--- config.mk ---
export PLATFORM = sky130hd
export DESIGN_NAME = cr_iu_gated_clk_regbank
export DESIGN_NICKNAME = d
export VERILOG_FILES = /design/src/rtl/cr_iu_regbank_pkg.sv /design/src/rtl/cr_iu_regbank_entry.sv /design/src/rtl/gated_clk_cell.sv /design/src/rtl/cr_iu_gated_clk_regbank.sv
export SDC_FILE = /design/constraint.sdc
export NUM_CORES = 1
export LEC_CHECK = 0
export CELL_PAD_IN_SITES_DETAIL_PLACEMENT = 2
export CELL_PAD_IN_SITES_GLOBAL_PLACEMENT = 2
export CORE_UTILIZATION = 30
export CTS_CLUSTER_DIAMETER = 150
export DETAILED_ROUTE_END_ITERATION = 16
export DONT_BUFFER_PORTS = 1
export PLACE_DENSITY = 0.59
export SLEW_MARGIN = 30
export SYNTH_ARGS = -nofsm -noshare
export SYNTH_HDL_FRONTEND = slang
export SYNTH_SLANG_ARGS = --single-unit
--- constraint.sdc ---
create_clock -name forever_cpuclk -period 2.5 [get_ports forever_cpuclk]
set_input_delay 0.25 -clock forever_cpuclk [delete_from_list [all_inputs] [get_ports forever_cpuclk]]
set_output_delay 0.25 -clock forever_cpuclk [all_outputs]
set_load 0.01 [all_outputs]
--- src/rtl/cr_iu_regbank_pkg.sv ---
// Shared definitions for the gated-clock register bank.
//   clr_state_e : clear-sequencer state encoding
//   clog2()     : ceil(log2(n)), minimum 1, for sizing index fields
package cr_iu_regbank_pkg;

  typedef enum logic [1:0] {
    CLR_IDLE  = 2'd0,
    CLR_CLEAR = 2'd1,
    CLR_DONE  = 2'd2
  } clr_state_e;

  function automatic int clog2(input int n);
    int r;
    r = 0;
    while ((1 << r) < n) r++;
    return (r < 1) ? 1 : r;
  endfunction

endpackage

--- src/rtl/cr_iu_regbank_entry.sv ---
// One register-bank entry: own clock gate plus a byte-enabled data register.
//   forever_cpuclk, cpurst_b           : clock / async active-low reset
//   cp0_yy_clk_en, pad_yy_*, x_randclk : clock-gate controls passed to the cell
//   local_en                           : update this entry on the next edge
//   clr                                : load RST_VAL instead of write data
//   wr_data, wr_be                     : write data and byte strobes
//   data_q                             : stored value
module cr_iu_regbank_entry #(
  parameter int               WIDTH   = 32,
  parameter logic [WIDTH-1:0] RST_VAL = '0
) (
  input  logic               forever_cpuclk,
  input  logic               cpurst_b,
  input  logic               cp0_yy_clk_en,
  input  logic               pad_yy_gate_clk_en_b,
  input  logic               pad_yy_test_mode,
  input  logic               x_randclk_reg_mod_en_w32,
  input  logic               local_en,
  input  logic               clr,
  input  logic [WIDTH-1:0]   wr_data,
  input  logic [WIDTH/8-1:0] wr_be,
  output logic [WIDTH-1:0]   data_q
);

  localparam int NB = WIDTH / 8;

  logic             entry_clk;
  logic [WIDTH-1:0] data_nxt;

  gated_clk_cell x_gated_clk (
    .clk_in               (forever_cpuclk),
    .global_en            (cp0_yy_clk_en),
    .module_en            (x_randclk_reg_mod_en_w32),
    .local_en             (local_en),
    .external_en          (1'b0),
    .pad_yy_gate_clk_en_b (pad_yy_gate_clk_en_b),
    .pad_yy_test_mode     (pad_yy_test_mode),
    .clk_out              (entry_clk)
  );

  always_comb begin
    data_nxt = data_q;
    if (clr) data_nxt = RST_VAL;
    else begin
      for (int b = 0; b < NB; b++)
        if (wr_be[b]) data_nxt[b*8 +: 8] = wr_data[b*8 +: 8];
    end
  end

  // The gate may be forced open (bypass, test mode, module enable), so the
  // register still qualifies its update with local_en.
  always_ff @(posedge entry_clk or negedge cpurst_b) begin
    if (!cpurst_b)     data_q <= RST_VAL;
    else if (local_en) data_q <= data_nxt;
  end

endmodule

--- src/rtl/gated_clk_cell.sv ---
// Latch-based clock gate.
//   clk_in                : free-running clock
//   global_en, module_en  : coarse enables (module_en opens the gate for the whole module)
//   local_en              : per-cell enable
//   external_en           : unconditional enable
//   pad_yy_gate_clk_en_b  : low forces the gate open
//   pad_yy_test_mode      : high forces the gate open for scan
//   clk_out               : gated clock
module gated_clk_cell (
  input  logic clk_in,
  input  logic global_en,
  input  logic module_en,
  input  logic local_en,
  input  logic external_en,
  input  logic pad_yy_gate_clk_en_b,
  input  logic pad_yy_test_mode,
  output logic clk_out
);

  logic clk_en;
  logic en_lat;

  assign clk_en = (global_en & (module_en | local_en)) | external_en
                | ~pad_yy_gate_clk_en_b | pad_yy_test_mode;

  // Enable is captured while the clock is low so clk_out cannot glitch.
  always_latch begin
    if (!clk_in) en_lat <= clk_en;
  end

  assign clk_out = clk_in & en_lat;

endmodule

--- src/rtl/cr_iu_gated_clk_regbank.sv ---
// Register bank with one gated clock per entry, byte-enabled writes,
// combinational reads and a sequential clear engine.
//   forever_cpuclk / cpurst_b      : clock, async active-low reset
//   cp0_yy_clk_en, pad_yy_*, x_randclk_reg_mod_en_w32 : clock-gate controls
//   wr_en/wr_idx/wr_data/wr_be     : write request, wr_ready = accepted
//   rd_idx -> rd_data/rd_valid     : combinational read port
//   clr_req -> clr_busy/clr_done   : clear all entries, one per cycle
//   x_reg_valid                    : per-entry valid bits
module cr_iu_gated_clk_regbank
  import cr_iu_regbank_pkg::*;
#(
  parameter int               WIDTH   = 32,
  parameter int               DEPTH   = 4,
  parameter logic [WIDTH-1:0] RST_VAL = '0,
  parameter int               AW      = 2
) (
  input  logic               forever_cpuclk,
  input  logic               cpurst_b,
  input  logic               cp0_yy_clk_en,
  input  logic               pad_yy_gate_clk_en_b,
  input  logic               pad_yy_test_mode,
  input  logic               x_randclk_reg_mod_en_w32,
  input  logic               wr_en,
  input  logic [AW-1:0]      wr_idx,
  input  logic [WIDTH-1:0]   wr_data,
  input  logic [WIDTH/8-1:0] wr_be,
  output logic               wr_ready,
  input  logic [AW-1:0]      rd_idx,
  output logic [WIDTH-1:0]   rd_data,
  output logic               rd_valid,
  input  logic               clr_req,
  output logic               clr_busy,
  output logic               clr_done,
  output logic [DEPTH-1:0]   x_reg_valid
);

  clr_state_e                   state_q, state_nxt;
  logic [AW-1:0]                ptr_q;
  logic                         wr_acc;
  logic                         clearing;
  logic [DEPTH-1:0]             wr_hit, clr_hit, local_en;
  logic [DEPTH-1:0][WIDTH-1:0]  entry_q;

  // ---------------- clear FSM ----------------
  always_ff @(posedge forever_cpuclk or negedge cpurst_b) begin
    if (!cpurst_b) state_q <= CLR_IDLE;
    else           state_q <= state_nxt;
  end

  always_comb begin
    state_nxt = state_q;
    case (state_q)
      CLR_IDLE:  if (clr_req) state_nxt = CLR_CLEAR;
      CLR_CLEAR: if (ptr_q == AW'(DEPTH-1)) state_nxt = CLR_DONE;
      CLR_DONE:  state_nxt = CLR_IDLE;
      default:   state_nxt = CLR_IDLE;
    endcase
  end

  always_comb begin
    clr_busy = (state_q != CLR_IDLE);
    clr_done = (state_q == CLR_DONE);
    wr_ready = (state_q == CLR_IDLE);
    clearing = (state_q == CLR_CLEAR);
  end

  always_ff @(posedge forever_cpuclk or negedge cpurst_b) begin
    if (!cpurst_b)                          ptr_q <= '0;
    else if (state_q == CLR_IDLE && clr_req) ptr_q <= '0;
    else if (clearing)                      ptr_q <= ptr_q + AW'(1);
  end

  // ---------------- write / clear select ----------------
  assign wr_acc = wr_en & wr_ready & (32'(wr_idx) < 32'(DEPTH));

  for (genvar i = 0; i < DEPTH; i++) begin : g_sel
    assign wr_hit[i]   = wr_acc   & (wr_idx == AW'(i));
    assign clr_hit[i]  = clearing & (ptr_q  == AW'(i));
    assign local_en[i] = wr_hit[i] | clr_hit[i];
  end

  // Writes and clears never coincide: wr_ready is low while clearing.
  always_ff @(posedge forever_cpuclk or negedge cpurst_b) begin
    if (!cpurst_b) x_reg_valid <= '0;
    else           x_reg_valid <= (x_reg_valid | wr_hit) & ~clr_hit;
  end

  // ---------------- entries ----------------
  for (genvar i = 0; i < DEPTH; i++) begin : g_entry
    cr_iu_regbank_entry #(
      .WIDTH   (WIDTH),
      .RST_VAL (RST_VAL)
    ) x_entry (
      .forever_cpuclk           (forever_cpuclk),
      .cpurst_b                 (cpurst_b),
      .cp0_yy_clk_en            (cp0_yy_clk_en),
      .pad_yy_gate_clk_en_b     (pad_yy_gate_clk_en_b),
      .pad_yy_test_mode         (pad_yy_test_mode),
      .x_randclk_reg_mod_en_w32 (x_randclk_reg_mod_en_w32),
      .local_en                 (local_en[i]),
      .clr                      (clearing),
      .wr_data                  (wr_data),
      .wr_be                    (wr_be),
      .data_q                   (entry_q[i])
    );
  end

  // ---------------- read port ----------------
  always_comb begin
    rd_data  = '0;
    rd_valid = 1'b0;
    for (int i = 0; i < DEPTH; i++) begin
      if (rd_idx == AW'(i)) begin
        rd_data  = entry_q[i];
        rd_valid = x_reg_valid[i];
      end
    end
  end

endmodule

# After elaboration in Yosys (flattened, before gate mapping)
# Cells that the tools add are included.
totals:
  register_bits: 136
  latch_bits: 4
  inputBits: 48
  output_inout_bits: 40
  word_cells: 124
op_classes:
  add_sub_neg: 1
  n_eq_ne: 13
  mux: 22
  bitwise: 37
  n_reduce_logical: 28
ops:
  columns: ["operator", "count"]
  rows:
  - ["32-bit 2-to-1 mux", 5]
  - ["2-bit AND reduction", 17]
  - ["8-bit 2-to-1 mux", 4]
  - ["1-bit AND", 17]
  - ["1-bit bitwise OR", 16]
  - ["2-bit == test (second input constant)", 7]
  - ["2-bit nonzero test", 6]
  - ["2-bit by 1-bit == test with 1-bit output (second input constant)", 4]
  - ["2-bit zero test", 4]
  - ["1-bit 2-to-1 mux", 8]
  - ["2-bit 2-to-1 mux", 4]
  - ["4-bit AND", 1]
  - ["2-bit by 1-bit != test with 1-bit output (second input constant)", 2]
  - ["4-bit inverter", 1]
  - ["4-bit bitwise OR", 1]
  - ["2-bit one-hot mux with 2 select lines", 1]
  - ["2-bit by 1-bit adder with 2-bit output (second input constant)", 1]
  - ["1-bit logical AND", 1]
  - ["1-bit inverter", 1]

# Logic depth before layout (Yosys ltp)
# Gate-level depths: netlist of the first run.
logic_depth:
  ltp_word: 9
  ltp_mapped: 6
  depth_no_buf: 5

# Hierarchy
# Synthesis of the first run repeated with hierarchy kept, for this count alone.
unflattened:
  hier_cells: 842
  area_unflattened_um2: 9078.7
modules_own_cells:
  columns: ["mod", "n_inst", "cells_each", "area_per_inst_um2", "seq_area_each_um2"]
  rows:
  - ["cr_iu_regbank_entry", 4, 184, 1916.8, 800.8]
  - ["cr_iu_gated_clk_regbank", 1, 86, 1271.2, 200.2]
  - ["gated_clk_cell", 4, 5, 35.0, 0.0]

==> results of run 1 <==
-- metal layers --
layer | vias to the layer above | wire length (um)
met5 | - | 0
met4 | 0 | 606
met3 | 43 | 1370
met2 | 129 | 12500
met1 | 2801 | 10100
li1 | 2307 | -
-- cell usage after synthesis, types with 3 or more instances --
cell type	number	area, um^2
nand3b_4	4	80.1
nand3_1	64	320
nand2_1	130	488
o21ai_0	6	30.0
dlxtn_1	4	60.1
mux4_2	33	743
nor2_1	6	22.5
ha_1	4	50.1
buf_2	14	70.1
buf_4	18	135
o21ai_1	16	80.1
dfrtp_1	136	3400
mux2i_1	65	651
and2_1	9	56.3
and3_1	12	75.1
and2_4	3	26.3
inv_1	41	154
o21ai_2	48	420
buf_6	22	248
-- state kept, by name, indices dropped and copies added, names as in the netlist --
register                            count
g_entry.x_entry.data_q                128
g_entry.x_entry.x_gated_clk.en_lat      4
x_reg_valid                             4
ptr_q                                   2
state_q                                 2
-- worst paths after layout --
path	from	end	slack, ps	depth (start not counted)
worst max register to register	ptr_q[0]	g_entry[0].x_entry.x_gated_clk.en_lat	290	4
worst max-delay path	g_entry[3].x_entry.x_gated_clk.en_lat	clock gate	230	0
min in group gated	g_entry[0].x_entry.x_gated_clk.en_lat	clock gate	810	0
max in group forever_cpuclk	ptr_q[0]	g_entry[0].x_entry.x_gated_clk.en_lat	290	4
min in group forever_cpuclk	wr_idx[0]	g_entry[1].x_entry.data_q[31]	20	3
worst min-delay path	cpurst_b	g_entry[3].x_entry.data_q[5]	-780	0
worst min register to register	g_entry[3].x_entry.data_q[27]	g_entry[3].x_entry.data_q[27]	520	2
max in group asynchronous	cpurst_b	g_entry[1].x_entry.data_q[16]	2960	0
-- logic make-up after synthesis --
| logic type | Yosys count |
|---|---|
| adders and majority gates | 4 |
| muxes | 98 |
| buffers and inverters | 97 |
| and+or+nand+nor | 236 |
| AOI/OAI and AO/OA | 80 |
| DFF | 136 |
| latches | 4 |
-- final cells by class --
class,instances,area (um^2),area share
Clock buffer,35,779,0.0908
Clock inverter,2,8.76,0.00102
Sequential cell,140,3460,0.403
Inverter,41,154,0.0179
Multi-Input combinational cell,418,3190,0.372
Timing Repair Buffer,61,591,0.0688
Tap cell,319,399,0.0465
-- power groups by stage --
stage	sequential [uW]	clock (uW)	combinational [uW]
floorplan	3030	300	2020
global placement	3170	300	2360
detailed placement	3240	300	2490
CTS	3210	3280	2570
global route	3310	3350	2760
finish	3210	3170	2510
-- stage by stage --
step                      total power [uW]  hold WS [ps]
after CTS                             9070          -811
after global routing                  9420          -812
after floorplan                       5350         -45.6
after detailed placement              6030         -40.8
after global placement                5830         -39.9
final                                 8890          -776
-- timing repair --
item	4_1_cts	5_1_grt
endpoints found under the setup margin	0	0
endpoints found under the hold margin	275	136
resized for setup	0	0
buffers inserted	0	0
==> impl_metrics.env, run 1 <==
export IMPL_report_final_hold_viol_count=136
export IMPL_gr_usage_met3=0.0545
export IMPL_ys_async_sr_fraction=0.971
export IMPL_die_w_um=158
export IMPL_number_of_global_route_vias_before_repair=6244
export IMPL_maximum_number_of_pins_on_one_net_before_global_route_repair=137
export IMPL_final_net_count=744
export IMPL_synth_avg_cell_area_um2=11.1
export IMPL_drive_gt1_frac=0.204
export IMPL_post_synth_and_or_nand_nor_area_fraction=0.158
export IMPL_grt_use_total=0.211
export IMPL_cts_hold_bufs=43
export IMPL_finalCoreUtilization=0.364
export IMPL_setup_ws_ps=226
export IMPL_synth_adder_area_share=0.00689
export IMPL_post_dp_cell_area_mm2=0.00737
export IMPL_number_of_synthesized_flops_with_an_enable_pin=0
export IMPL_timing_setup_tns_ps=0
export IMPL_post_route_drc_count=0
export IMPL_power_switching_fraction=0.363
export IMPL_synthDistinctLibCells=33
export IMPL_internal_power_uw=5660
export IMPL_placement_setup_worst_slack_ps=197
export IMPL_post_synth_instance_area_mm2=0.00727
export IMPL_final_cell_count_no_fill=1016
export IMPL_synthesized_area_fraction_occupied_by_xor_and_xnor_cells=0
export IMPL_report_final_slew_viol_count=0
export IMPL_die_area_mm2=0.0249
export IMPL_critPathLaunchType="latch"
export IMPL_firstDrtPassIters=4
export IMPL_cp_data_required_time_ps=2730
export IMPL_detailed_place_hpwl_um=14400
export IMPL_grt_met2_usage=0.364
export IMPL_core_area_mm2=0.0236
export IMPL_ys_seq_elements=140
export IMPL_main_combinational_cell_family_by_area_after_synthesis="multiplexers"
export IMPL_hold_path_class="primary input to asynchronous set/reset pin"
export IMPL_grt_pass1_wl_um=38400
export IMPL_design_area_mm2=0.00859
export IMPL_most_common_cell_after_layout_fill_and_taps_aside="dfrtp_1"
export IMPL_status="finished with violations"
export IMPL_power_per_cell_area_mw_per_mm2=1030
export IMPL_drtAntennaViolNets=0
export IMPL_total_via_count_in_the_routed_design=5280
export IMPL_synthToLayoutAreaGrowth_pct=18.1
export IMPL_power_switching_uw=3230
export IMPL_worst_slew_pin_transition_ps=590
export IMPL_num_antenna_cells=0
export IMPL_fp_dieH_um=158
export IMPL_use_met1=0.255
export IMPL_cts_tree="yes"
export IMPL_relSlewSlack=0.607
export IMPL_dp_cells=936
export IMPL_final_setup_skew_ps=33.2
export IMPL_setup_worst_path_class="latch to clock gate"
export IMPL_starting_density_of_the_core=0.308
export IMPL_power_combinational_fraction=0.282
export IMPL_drtIter0Drc=185
export IMPL_yosys_most_used_dff="dfrtp_1"
export IMPL_synth_mux_area_fraction=0.192
export IMPL_number_of_max_capacitance_violations_reported=0
export IMPL_violated_checks="negative hold slack"
export IMPL_critical_path_endpoint_type="clock gate"
export IMPL_grt_overflow=0
export IMPL_port_buffers=0
export IMPL_vias_per_cell=5.20
export IMPL_power_ir_vdd_worst_uv=476
export IMPL_fp_row_count=56
export IMPL_wire_per_inst_um=24.1
export IMPL_fillCellCount=2477
export IMPL_net_count_after_synthesis=707
export IMPL_postSynthCellCount=655
export IMPL_io_pin_count=88
export IMPL_clkSlewWorstSetupHoldPaths_ps=60
export IMPL_setup_repair_after_global_routing_missed_its_margin="false"
export IMPL_worst_endpoint_arrival_ps=2500
export IMPL_setup_viol=0
export IMPL_power_leakage_uw=0.00376
export IMPL_antenna_violations_before_repair=0
export IMPL_clock_power_share=0.357
export IMPL_p_seq_frac=0.361
export IMPL_hold_ws_ps=-776
export IMPL_layout_cells_most_common_list="dfrtp_1 (136), nand2_1 (130), mux2i_1 (65), nand3_1 (64), o21ai_2 (48)"
export IMPL_worstPathMaxFanout=1
export IMPL_synth_warnings=0
export IMPL_wl_um=24500
export IMPL_clock_latency_ps=720
export IMPL_grt_most_used_layer="met2"
export IMPL_synth_compound_area_frac=0.0828
export IMPL_routabilityCongestion=0.771
(Power assumes the default switching activity.)
==> run 2, diff against run 1 <==
--- a/config.mk
+++ b/config.mk
@@ -8,6 +8,7 @@
 export CELL_PAD_IN_SITES_DETAIL_PLACEMENT = 2
 export CELL_PAD_IN_SITES_GLOBAL_PLACEMENT = 2
 export CORE_UTILIZATION = 30
+export CTS_BUF_LIST = sky130_fd_sc_hd__clkbuf_4
 export CTS_CLUSTER_DIAMETER = 150
 export DETAILED_ROUTE_END_ITERATION = 16
 export DONT_BUFFER_PORTS = 1
==> run 2 against run 1 <==
  * The run still ends with negative hold slack left
  * Routed wire length increased by 0.87%
  * Critical path depth grew 5
  * Count of clock-buffer cells in the layout decreased by 1
  * Clock skew increased by 26 ps
  * Combinational power hardly changed
  * Die area unchanged
  * Sequential cell count is the same
  * Register-to-register slack got worse by 100 ps
==> impl_metrics.env, run 2 (synthesis results as in run 1) <==
export IMPL_reg2reg_launch_point="ptr_q[0]"
export IMPL_flip_flop_count_of_the_largest_register_all_copies_and_words_added=128
export IMPL_cts_tree="yes"
export IMPL_grt_overflow=0
export IMPL_final_cell_count_no_fill=1049
export IMPL_num_antenna_cells=0
export IMPL_number_of_max_capacitance_violations_reported=0
export IMPL_reg_largest_list="g_entry.x_entry.data_q: 128 flops, g_entry.x_entry.x_gated_clk.en_lat: 4 flops, x_reg_valid: 4 flops"
export IMPL_drive_gt1_frac=0.199
export IMPL_violated_checks="negative hold slack"
export IMPL_regToRegSetupSlack_ps=190
export IMPL_cp_data_required_time_ps=2020
export IMPL_die_area_mm2=0.0249
export IMPL_path_common_cell="dlygate4sd3_1"
export IMPL_final_setup_skew_ps=58.9
export IMPL_maximum_number_of_pins_on_one_net_before_global_route_repair=137
export IMPL_drtAntennaViolNets=0
export IMPL_setup_worst_path_class="primary input to latch"
export IMPL_grt_pass1_wl_um=38500
export IMPL_register_bank_with_the_most_flops="g_entry.x_entry.data_q"
export IMPL_critPathBufInv=2
export IMPL_post_route_drc_count=0
export IMPL_detailed_place_hpwl_um=14400
export IMPL_worst_slew_pin_transition_ps=603
export IMPL_power_per_cell_area_mw_per_mm2=872
export IMPL_path_cells="dlygate4sd3_1 -> nor2b_2 -> dlygate4sd3_1 -> a22oi_1 -> o21ai_0"
export IMPL_multi_input_area_mm2=0.00319
export IMPL_report_final_hold_viol_count=136
export IMPL_relSlewSlack=0.598
export IMPL_standard_cell_with_the_maximum_stage_delay_on_the_critical_path="dlygate4sd3_1"
export IMPL_power_ir_vdd_worst_uv=445
export IMPL_critical_path_endpoint_type="latch"
export IMPL_fillCellCount=2513
export IMPL_die_w_um=158
export IMPL_routabilityCongestion=0.771
export IMPL_core_area_mm2=0.0236
export IMPL_fp_dieH_um=158
export IMPL_final_net_count=777
export IMPL_setup_viol=0
export IMPL_setup_repair_after_global_routing_missed_its_margin="false"
export IMPL_fp_row_count=56
export IMPL_timing_setup_tns_ps=0
export IMPL_worst_endpoint_arrival_ps=1950
export IMPL_synthToLayoutAreaGrowth_pct=15.5
export IMPL_dp_cells=936
export IMPL_antenna_violations_before_repair=0
export IMPL_cts_resized_gates=0
export IMPL_most_common_cell_after_layout_fill_and_taps_aside="dfrtp_1"
export IMPL_layout_cells_most_common_list="dfrtp_1 (136), nand2_1 (130), dlygate4sd3_1 (76), mux2i_1 (65), nand3_1 (64)"
export IMPL_max_stage_delay_ps=680
export IMPL_report_final_slew_viol_count=0
export IMPL_worstPathMaxFanout=7
export IMPL_clkSlewWorstSetupHoldPaths_ps=130
export IMPL_power_leakage_uw=0.00360
export IMPL_sequential_cell_area_mm2=0.00346
export IMPL_port_buffers=0
export IMPL_status="finished with violations"
export IMPL_cp_top_family="buffers and inverters"
export IMPL_hold_path_class="primary input to asynchronous set/reset pin"
export IMPL_wl_um=24700
export IMPL_wire_per_inst_um=23.6
export IMPL_worstReg2RegEnd="g_entry[0].x_entry.x_gated_clk.en_lat"
export IMPL_worst_r2r_path_depth=4
export IMPL_grt_use_total=0.210
export IMPL_io_pin_count=88
export IMPL_clock_latency_ps=790
export IMPL_cp_startpoint="wr_idx[0]"
export IMPL_firstDrtPassIters=4
export IMPL_hold_ws_ps=-851
export IMPL_total_via_count_in_the_routed_design=5394
export IMPL_starting_density_of_the_core=0.308
export IMPL_critPathLaunchType="primary input"
export IMPL_cts_hold_bufs=76
export IMPL_vias_per_cell=5.14
export IMPL_number_of_global_route_vias_before_repair=6396
export IMPL_drtIter0Drc=158
export IMPL_count_of_buffers_added_by_post_cts_timing_repair_for_setup=0
## run 2: changes by cell type in the layout (fill, tap and decap cells not counted), sizes merged
| cell | change |
|---|---|
| clkinv | +1 |
| dlygate4sd3 | +33 |
| clkbuf | -1 |
## run 2: how the worst max path moves through the flow
| stage | end | cells after the start | slack (ps) |
|---|---|---|---|
| floorplan | g_entry[1].x_entry.x_gated_clk.en_lat | 5 | 230 |
| global placement | g_entry[2].x_entry.x_gated_clk.en_lat | 4 | 260 |
| detailed placement | g_entry[0].x_entry.x_gated_clk.en_lat | 4 | 200 |
| CTS | g_entry[2].x_entry.x_gated_clk.en_lat | 5 | 110 |
| global route | g_entry[2].x_entry.x_gated_clk.en_lat | 5 | 50 |
| finish | g_entry[2].x_entry.x_gated_clk.en_lat | 5 | 70 |
## run 2: area by class of cell
cell class	instances	share of cell area
flip-flops and latches	140	0.413
well taps	319	0.0475
clock buffers	34	0.0304
inverters	41	0.0183
multi-input cells	418	0.380
clock inverters	3	0.00149
repair buffers	94	0.110
## run 2: routing by layer
layer | wire length, um | track usage | share of wire
met5 | 0 | 0 | 0
met4 | 442 | 0.0550 | 0.018
met3 | 1110 | 0.0501 | 0.045
met2 | 12700 | 0.372 | 0.51
met1 | 10500 | 0.255 | 0.42
## run 2: power breakdown
part,switching [uW],internal (uW)
registers,490,2700
clock network,992,600
logic,1560,971
## run 2: per-stage QoR
step	power [uW]	util	setup slack (ps)	hold slack [ps]	area [um^2]
6_report	7320	0.356	68.4	-851	8400
5_1_grt	7830	0.356	54.9	-934	8400
4_1_cts	7490	0.356	110	-923	8400
3_5_place_dp	6030	0.312	197	-40.8	7370
3_3_place_gp	5830	0.312	265	-39.9	7370
2_1_floorplan	5350	-	228	-45.6	7270
==> run 3, diff against run 2 <==
--- a/config.mk
+++ b/config.mk
@@ -7,6 +7,7 @@
 export LEC_CHECK = 0
 export CELL_PAD_IN_SITES_DETAIL_PLACEMENT = 2
 export CELL_PAD_IN_SITES_GLOBAL_PLACEMENT = 2
+export CORE_ASPECT_RATIO = 1.25
 export CORE_UTILIZATION = 30
 export CTS_BUF_LIST = sky130_fd_sc_hd__clkbuf_4
 export CTS_CLUSTER_DIAMETER = 150
==> run 3 against run 2 <==
  * Critical endpoint is now g_entry[2].x_entry.data_q[16]
  * Sequential share of layout area rose by 0.65 points
  * Count of clock-buffer cells in the layout decreased by 1
  * The run still ends with negative hold slack left
  * Worst setup slack better by 31 ps
  * Sequential power barely moved
==> impl_metrics.env, run 3 (synthesis results as in run 1) <==
export IMPL_worst_setup_path_endpoint="g_entry[2].x_entry.data_q[16]"
export IMPL_grt_overflow=0
export IMPL_hold_path_class="primary input to asynchronous set/reset pin"
export IMPL_layout_cells_most_common_list="dfrtp_1 (136), nand2_1 (130), mux2i_1 (65), nand3_1 (64), dlygate4sd3_1 (61)"
export IMPL_setup_repair_after_global_routing_missed_its_margin="false"
export IMPL_synthToLayoutAreaGrowth_pct=13.7
export IMPL_power_ir_vdd_worst_uv=689
export IMPL_most_common_cell_after_layout_fill_and_taps_aside="dfrtp_1"
export IMPL_power_leakage_uw=0.00362
export IMPL_routabilityCongestion=0.765
export IMPL_starting_density_of_the_core=0.306
export IMPL_worst_slew_pin_transition_ps=673
export IMPL_firstDrtPassIters=4
export IMPL_cts_hold_bufs=59
export IMPL_clock_latency_ps=770
export IMPL_hold_ws_ps=-849
export IMPL_detailed_place_hpwl_um=14300
export IMPL_relSlewSlack=0.551
export IMPL_wire_per_inst_um=23.3
export IMPL_post_layout_total_power_uw=7450
export IMPL_drive_gt1_frac=0.199
export IMPL_number_of_max_capacitance_violations_reported=0
export IMPL_vias_per_cell=5.10
export IMPL_layout_worst_path_cycle_share=0.960
export IMPL_placement_setup_worst_slack_ps=187
export IMPL_die_w_um=141
export IMPL_cp_startpoint="state_q[0]"
export IMPL_critical_path_endpoint_type="flip-flop"
export IMPL_cts_resized_gates=0
export IMPL_power_per_cell_area_mw_per_mm2=902
export IMPL_setup_viol=0
export IMPL_fmax_ghz=0.417
export IMPL_violated_checks="negative hold slack"
export IMPL_io_pin_count=88
export IMPL_die_area_mm2=0.0249
export IMPL_regToRegSetupSlack_ps=100
export IMPL_worst_endpoint_arrival_ps=3130
export IMPL_report_final_hold_viol_count=136
export IMPL_drtIter0Drc=206
export IMPL_status="finished with violations"
export IMPL_final_critical_path_time_including_i_o_delays_and_setup_ps=2400
export IMPL_port_buffers=0
export IMPL_fp_dieH_um=176
export IMPL_register_bank_with_the_most_flops="g_entry.x_entry.data_q"
export IMPL_maximum_number_of_pins_on_one_net_before_global_route_repair=137
export IMPL_worst_r2r_path_depth=6
export IMPL_timing_setup_tns_ps=0
export IMPL_worstPathMaxFanout=41
export IMPL_final_net_count=760
export IMPL_flip_flop_count_of_the_largest_register_all_copies_and_words_added=128
export IMPL_drtAntennaViolNets=0
export IMPL_setup_ws_ps=99.9
export IMPL_reg_largest_list="g_entry.x_entry.data_q: 128 flops, g_entry.x_entry.x_gated_clk.en_lat: 4 flops, x_reg_valid: 4 flops"
export IMPL_cp_data_required_time_ps=3230
export IMPL_report_final_slew_viol_count=0
export IMPL_count_of_buffers_added_by_post_cts_timing_repair_for_setup=0
export IMPL_setup_worst_path_class="flip-flop to flip-flop"
export IMPL_core_area_mm2=0.0237
export IMPL_antenna_violations_before_repair=1
export IMPL_fp_row_count=63
export IMPL_total_via_count_in_the_routed_design=5303
export IMPL_grt_pass1_wl_um=37500
export IMPL_cts_tree="yes"
export IMPL_reg2reg_launch_point="state_q[0]"
export IMPL_post_route_drc_count=0
export IMPL_worstReg2RegEnd="g_entry[2].x_entry.data_q[16]"
export IMPL_wl_um=24200
export IMPL_number_of_global_route_vias_before_repair=6243
export IMPL_critPathLaunchType="flip-flop"
export IMPL_clkSlewWorstSetupHoldPaths_ps=160
export IMPL_final_setup_skew_ps=54.3
export IMPL_grt_use_total=0.204
export IMPL_finalCoreUtilization=0.348
-- run 3: cell types whose count changed in the layout (fill, tap and decap cells not counted) --
cell and delta:
clkinv_1 +2, diode_2 +1, dlygate4sd3_1 -15, clkbuf_4 -1, bufinv_16 +1, buf_4 -2
clkinv_2 -1
-- run 3: power by group --
part           leakage (uW)  internal, uW  switching (uW)
clock network      0.000182           679            1000
registers           0.00188          2700             489
logic               0.00156          1030            1550
total               0.00362          4410            3040
-- run 3: worst min-delay path by stage --
stage	start	end	slack [ps]	depth (start not counted)
after global placement	cpurst_b	g_entry[2].x_entry.data_q[4]	-40	0
final	cpurst_b	g_entry[2].x_entry.data_q[4]	-850	0
after floorplan	cpurst_b	g_entry[0].x_entry.data_q[0]	-50	0
after detailed placement	cpurst_b	g_entry[2].x_entry.data_q[4]	-40	0
after CTS	cpurst_b	g_entry[2].x_entry.data_q[29]	-900	0
after global routing	cpurst_b	g_entry[2].x_entry.data_q[4]	-940	0
-- run 3: final cells by class --
class | instances | area [um^2]
Tap cell | 325 | 407
Multi-Input combinational cell | 418 | 3190
Timing Repair Buffer | 77 | 756
Inverter | 41 | 154
Antenna cell | 1 | 2.50
Fill cell | 2520 | 15500
Clock inverter | 5 | 45.0
Sequential cell | 140 | 3460
Clock buffer | 33 | 248
-- run 3: through the flow --
step                cell area [um^2]  std cells
detailed placement              7360        940
floorplan                       7270        655
global placement                7360        940
global route                    8270       1040
finish                          8270       1040
CTS                             8240       1037
-- run 3: worst max-delay path, cell delays in order, from the launching register on --
cell,delay [ps]
dfrtp_1,540
nor3b_4,320
buf_12,300
and3_1,190
buf_4,230
mux2i_1,210
dlygate4sd3_1,560
-- run 3: layer usage --
layer	vias to the layer above	share of wire	GRT usage
li1	2347	-	-
met1	2789	0.41	0.237
met2	121	0.53	0.368
met3	46	0.039	0.0412
met4	0	0.027	0.0729
met5	-	0	0
